[config.mk]
export PLATFORM = sky130hd
export DESIGN_NAME = prog_loader
export DESIGN_NICKNAME = d
export VERILOG_FILES = /design/src/rtl/loader_pkg.sv /design/src/rtl/loader_csum.sv /design/src/rtl/prog_loader.sv
export SDC_FILE = /design/constraint.sdc
export NUM_CORES = 1
export LEC_CHECK = 0
export CAP_MARGIN = 10
export CORE_UTILIZATION = 40
export DETAILED_ROUTE_END_ITERATION = 10
export GPL_ROUTABILITY_DRIVEN = 0
export MAX_ROUTING_LAYER = met4
export PLACE_DENSITY = 0.66
export SYNTH_ARGS = -nofsm -noshare
export SYNTH_HDL_FRONTEND = slang
export SYNTH_SLANG_ARGS = --single-unit
export TNS_END_PERCENT = 20
[constraint.sdc]
create_clock -name clk -period 2.3 [get_ports clk]
set_input_delay 0.46 -clock clk [delete_from_list [all_inputs] [get_ports clk]]
set_output_delay 0.46 -clock clk [all_outputs]
set_load 0.1 [all_outputs]
[src/rtl/loader_pkg.sv]
// rtl/loader_pkg.sv - shared state encodings and frame constants for the program loader
package loader_pkg;

   typedef enum logic [2:0] {
      S_MAGIC = 3'd0,
      S_LEN   = 3'd1,
      S_LOAD  = 3'd2,
      S_CSUM  = 3'd3,
      S_DONE  = 3'd4,
      S_ERR   = 3'd5
   } loader_state_e;

   localparam logic [31:0] MAGIC_DEFAULT = 32'h4D495053;

endpackage

[src/rtl/loader_csum.sv]
// rtl/loader_csum.sv - 32-bit clear/accumulate/compare unit for payload checksums
module loader_csum (
   input  logic        clk,
   input  logic        rst,
   input  logic        clr,
   input  logic        acc_en,
   input  logic [31:0] din,
   input  logic [31:0] cmp_word,
   output logic        match
);

   logic [31:0] sum_q;
   logic [31:0] sum_d;

   always_comb begin
      sum_d = sum_q;
      if (clr) begin
         sum_d = '0;
      end else if (acc_en) begin
         sum_d = sum_q + din;
      end
   end

   always_ff @(posedge clk or negedge rst) begin
      if (!rst) begin
         sum_q <= '0;
      end else begin
         sum_q <= sum_d;
      end
   end

   assign match = (sum_q == cmp_word);

endmodule

[src/rtl/prog_loader.sv]
// rtl/prog_loader.sv - parses magic/length/payload frames into imem and gates core reset
// Optional trailing checksum word enabled by defining LOADER_CSUM_EN.
module prog_loader
   import loader_pkg::*;
#(
   parameter int          ADDR_W = 10,
   parameter logic [31:0] MAGIC  = MAGIC_DEFAULT
) (
   input  logic              clk,
   input  logic              rst,
   input  logic [31:0]       in_word,
   input  logic              in_valid,
   output logic              imem_we,
   output logic [ADDR_W-1:0] imem_addr,
   output logic [31:0]       imem_wdata,
   output logic              cpu_rst_n,
   output logic              busy,
   output logic              done,
   output logic              err
);

   localparam logic [31:0] CAP = 32'(1) << ADDR_W;

   loader_state_e     state_q, state_d;
   logic [ADDR_W:0]   rem_q, rem_d;
   logic [ADDR_W-1:0] idx_q, idx_d;
   logic [ADDR_W-1:0] addr_q, addr_d;
   logic              we_q, we_d;
   logic [31:0]       wdata_q, wdata_d;

`ifdef LOADER_CSUM_EN
   logic csum_clr;
   logic csum_acc;
   logic csum_match;

   loader_csum u_csum (
      .clk      (clk),
      .rst      (rst),
      .clr      (csum_clr),
      .acc_en   (csum_acc),
      .din      (in_word),
      .cmp_word (in_word),
      .match    (csum_match)
   );
`endif

   always_comb begin
      state_d = state_q;
      rem_d   = rem_q;
      idx_d   = idx_q;
      addr_d  = addr_q;
      we_d    = 1'b0;
      wdata_d = wdata_q;
`ifdef LOADER_CSUM_EN
      csum_clr = 1'b0;
      csum_acc = 1'b0;
`endif
      if (in_valid) begin
         case (state_q)
            S_MAGIC: begin
               // Non-magic words are silently dropped so the loader resyncs on garbage.
               if (in_word == MAGIC) begin
                  state_d = S_LEN;
`ifdef LOADER_CSUM_EN
                  csum_clr = 1'b1;
`endif
               end
            end
            S_LEN: begin
               if (in_word == 32'd0 || in_word > CAP) begin
                  state_d = S_ERR;
               end else begin
                  rem_d   = in_word[ADDR_W:0];
                  state_d = S_LOAD;
               end
            end
            S_LOAD: begin
               we_d    = 1'b1;
               wdata_d = in_word;
               addr_d  = idx_q;
               idx_d   = idx_q + ADDR_W'(1);
               rem_d   = rem_q - (ADDR_W+1)'(1);
`ifdef LOADER_CSUM_EN
               csum_acc = 1'b1;
`endif
               if (rem_q == (ADDR_W+1)'(1)) begin
`ifdef LOADER_CSUM_EN
                  state_d = S_CSUM;
`else
                  state_d = S_DONE;
`endif
               end
            end
            S_CSUM: begin
`ifdef LOADER_CSUM_EN
               state_d = csum_match ? S_DONE : S_ERR;
`else
               state_d = S_ERR;
`endif
            end
            default: begin
               state_d = state_q;
            end
         endcase
      end
   end

   always_ff @(posedge clk or negedge rst) begin
      if (!rst) begin
         state_q <= S_MAGIC;
         rem_q   <= '0;
         idx_q   <= '0;
         addr_q  <= '0;
         we_q    <= 1'b0;
         wdata_q <= '0;
      end else begin
         state_q <= state_d;
         rem_q   <= rem_d;
         idx_q   <= idx_d;
         addr_q  <= addr_d;
         we_q    <= we_d;
         wdata_q <= wdata_d;
      end
   end

   assign imem_we    = we_q;
   assign imem_addr  = addr_q;
   assign imem_wdata = wdata_q;
   assign cpu_rst_n  = (state_q == S_DONE);
   assign busy       = (state_q == S_LEN) || (state_q == S_LOAD) || (state_q == S_CSUM);
   assign done       = (state_q == S_DONE);
   assign err        = (state_q == S_ERR);

endmodule

==> out/results.ini <==
[yosys]
postSynthAreaPerCell_sq_um = 9.09
synthAdderAreaFrac_pct = 1.19
synth-main-ff-cell = dfrtp_1
async_reset_ff_share_pct = 100
synth_area_leader_cell = dfrtp_1
synth_area_sq_mm = 0.00316
synthCells = 348
synth_xor_area_share_pct = 2.49
synthMuxAreaShare_pct = 1.03
synth_top_family_by_area = simple AND/OR/NAND/NOR gates
ys_warn_count = 0
synth_compound_area_share_pct = 9.13
ys_ff_latch = 67
ys_types = 52
synth_edf_count = 0
yosysSeqAreaShare_pct = 53.0
synth_area_leaders = dfrtp_1 (53%), nand2_1 (18%), xnor2_1 (1.9%)
synth-simple-area-share_pct = 30.2
synth_fp_nets = 386
synth_top_area_share_pct = 53.0

[placed_design]
dpl.hpwl_um = 6010
port_buffers = 81
placed_cells = 553
pre_cts_ws_ns = -0.264

[clock_tree]
cts_hold_buffers = 0
cts_resized = 0
root_buffer = clkbuf_8
clk_path_buf_depth = 2
h-tree-depth = 3
numCtsBuffers = 9
cts_tree = yes
insertion_delay_ns = 0.35
postCtsSetupBuffers = 0
clk_pin_slew_ns = 0.08
cts.sink_count = 67

[die]
die_area_sq_mm = 0.00827
start_util_pct = 41.2
fp.dieH_um = 90.9
coreArea_sq_mm = 0.00769
num_rows = 32
boundaryPins = 82
die_w_um = 90.9

[timing]
rsz0062_at_grt = true
finClkSkew_ns = 0.00732
setup_ws_ns = 0.105
hold_viol = 0
clock.fmax_mhz = 456
fin_crit_ns = 2.19
fin_crit_sh_pct = 95.4
worst-slew-pin-transition_ns = 0.620
setup_viol_count_final = 0
drv_slew = 0
tns_ns = 0
relSlewSlack_pct = 58.7

[finish]
layout.cells.non_filler = 569
multiInputGateArea_sq_mm = 0.00142
final_net_count = 500
diodes = 0
synthToLayoutAreaGrowth_pct = 41.5
post-route-util_pct = 58.3
final_common_cell = nand2_1
ff_latch_area_sq_mm = 0.00168
n_fill_cell = 700
mostFrequentLayoutCells = nand2_1 (148), buf_4 (76), dfrtp_1 (67)
drive_gt1_share_pct = 26.1

[grt]
grt_pass1_vias = 2779
grt_pass1_wl_um = 14000
grt_use_total_pct = 22.2
grt-ovfl-total = 0
antenna_found_initial = 0
grt_start_max_net_pins = 52

[pwr]
leakagePower_nw = 2.31
vdd_ir_drop_max_mv = 0.321
powerDensity_mw_per_mm2 = 523
finalPower_w = 0.00234

[critical_path]
path_max_fanout = 8
r2r_start = rem_q[1]
cp.arrival_ns = 2.43
reg2reg_to = rem_q[8]
start_kind = input pin
crit_path_end_kind = flop
worst_ep_required_time_ns = 2.53
rr_worst_depth = 7
ff2ff_setup_slack_ns = 0.27
worstSetupPathType = input pin to flop

[routing]
vias = 2880
viasPerCell = 5.06
first_pass_iters = 7
finalWirelength_um = 8320
routedWlPerCell_um = 14.6
drc_errors = 0
drt-initial-drc-count = 146
ant_nets = 0

[min_path]
min_path_type = input pin to async pin

[run_status]
outcome = completed

[flow_run]
cap_violations = 0

## Yosys cell counts, drive strengths merged (3+ instances only)
master  count
nor2       15
inv         8
ha          3
o21ai       7
nor4        8
nand3       8
nand2     149
nand4       5
and3        4
clkbuf      6
a221o       3
and4        3
o221ai      5
buf         7
o31ai       3
nor3        8
a21oi       6
dfrtp      67
xnor2       7
## cell type report
| class | count | area share (%) |
|---|---|---|
| inverter | 8 | 0.671 |
| tap | 102 | 2.85 |
| timing repair buffer | 116 | 22.9 |
| multi-input combinational | 260 | 31.6 |
| clock buffer | 9 | 2.77 |
| clock inverter | 7 | 1.73 |
| sequential | 67 | 37.4 |
## where the power goes
group | switching (W) | internal (W)
logic | 0.0000739 | 0.0000880
registers | 0.00000122 | 0.00118
clock network | 0.000490 | 0.000509
## cells by family (layout without fill, tap and decap cells)
| kind of cell | count (synthesis) | in the layout |
|---|---|---|
| multiplexers | 3 | 3 |
| flip-flops | 67 | 67 |
| buffers and inverters | 21 | 140 |
| adder cells (fa/ha/maj) | 3 | 3 |
| AO/OA/AOI/OAI | 36 | 36 |
| AND/OR/NAND/NOR | 209 | 209 |
| XOR/XNOR | 9 | 9 |
## how the worst max path moves through the flow
| stage | from | end | slack (ns) | depth (start not counted) |
|---|---|---|---|---|
| final | in_word[13] | rem_q[9] | 0.11 | 6 |
| after global routing | in_word[13] | rem_q[9] | -0.001 | 6 |
| after CTS | in_word[24] | rem_q[9] | 0.1 | 6 |
| after detailed placement | in_word[24] | rem_q[9] | -0.26 | 6 |
| after global placement | in_word[19] | rem_q[3] | -0.18 | 6 |
| after floorplan | state_q[2] | done | -0.40 | 3 |
## critical path, stage by stage
cell	delay [ns]
clkdlybuf4s50_1	0.44
nor4_2	0.35
nand3_1	0.21
a2111oi_4	0.37
a21oi_2	0.20
a221o_1	0.39
## routing by layer
layer / GRT usage, % / share of wire (%) / vias up
met2: 33.5 / 46 / 83
met1: 30.3 / 47 / 1383
met5: - / 0 / -
met4: 7.14 / 1.3 / 0
met3: 4.44 / 5.4 / 8
li1: - / - / 1406
## stage by stage
stage / hold slack, ns / area, sq um
after floorplan: 0.164 / 3170
after global placement: 0.460 / 4270
after detailed placement: 0.464 / 4270
after CTS: 0.125 / 4470
after global routing: 0.158 / 4480
final: 0.117 / 4480
## flip-flops by register name (all words and copies together), names as in the netlist
| register | count |
|---|---|
| imem_addr | 10 |
| rem_q | 11 |
| idx_q | 10 |
| imem_wdata | 32 |
| state_q | 3 |
| imem_we | 1 |
No activity file was read; power rests on OpenSTA's default activity.
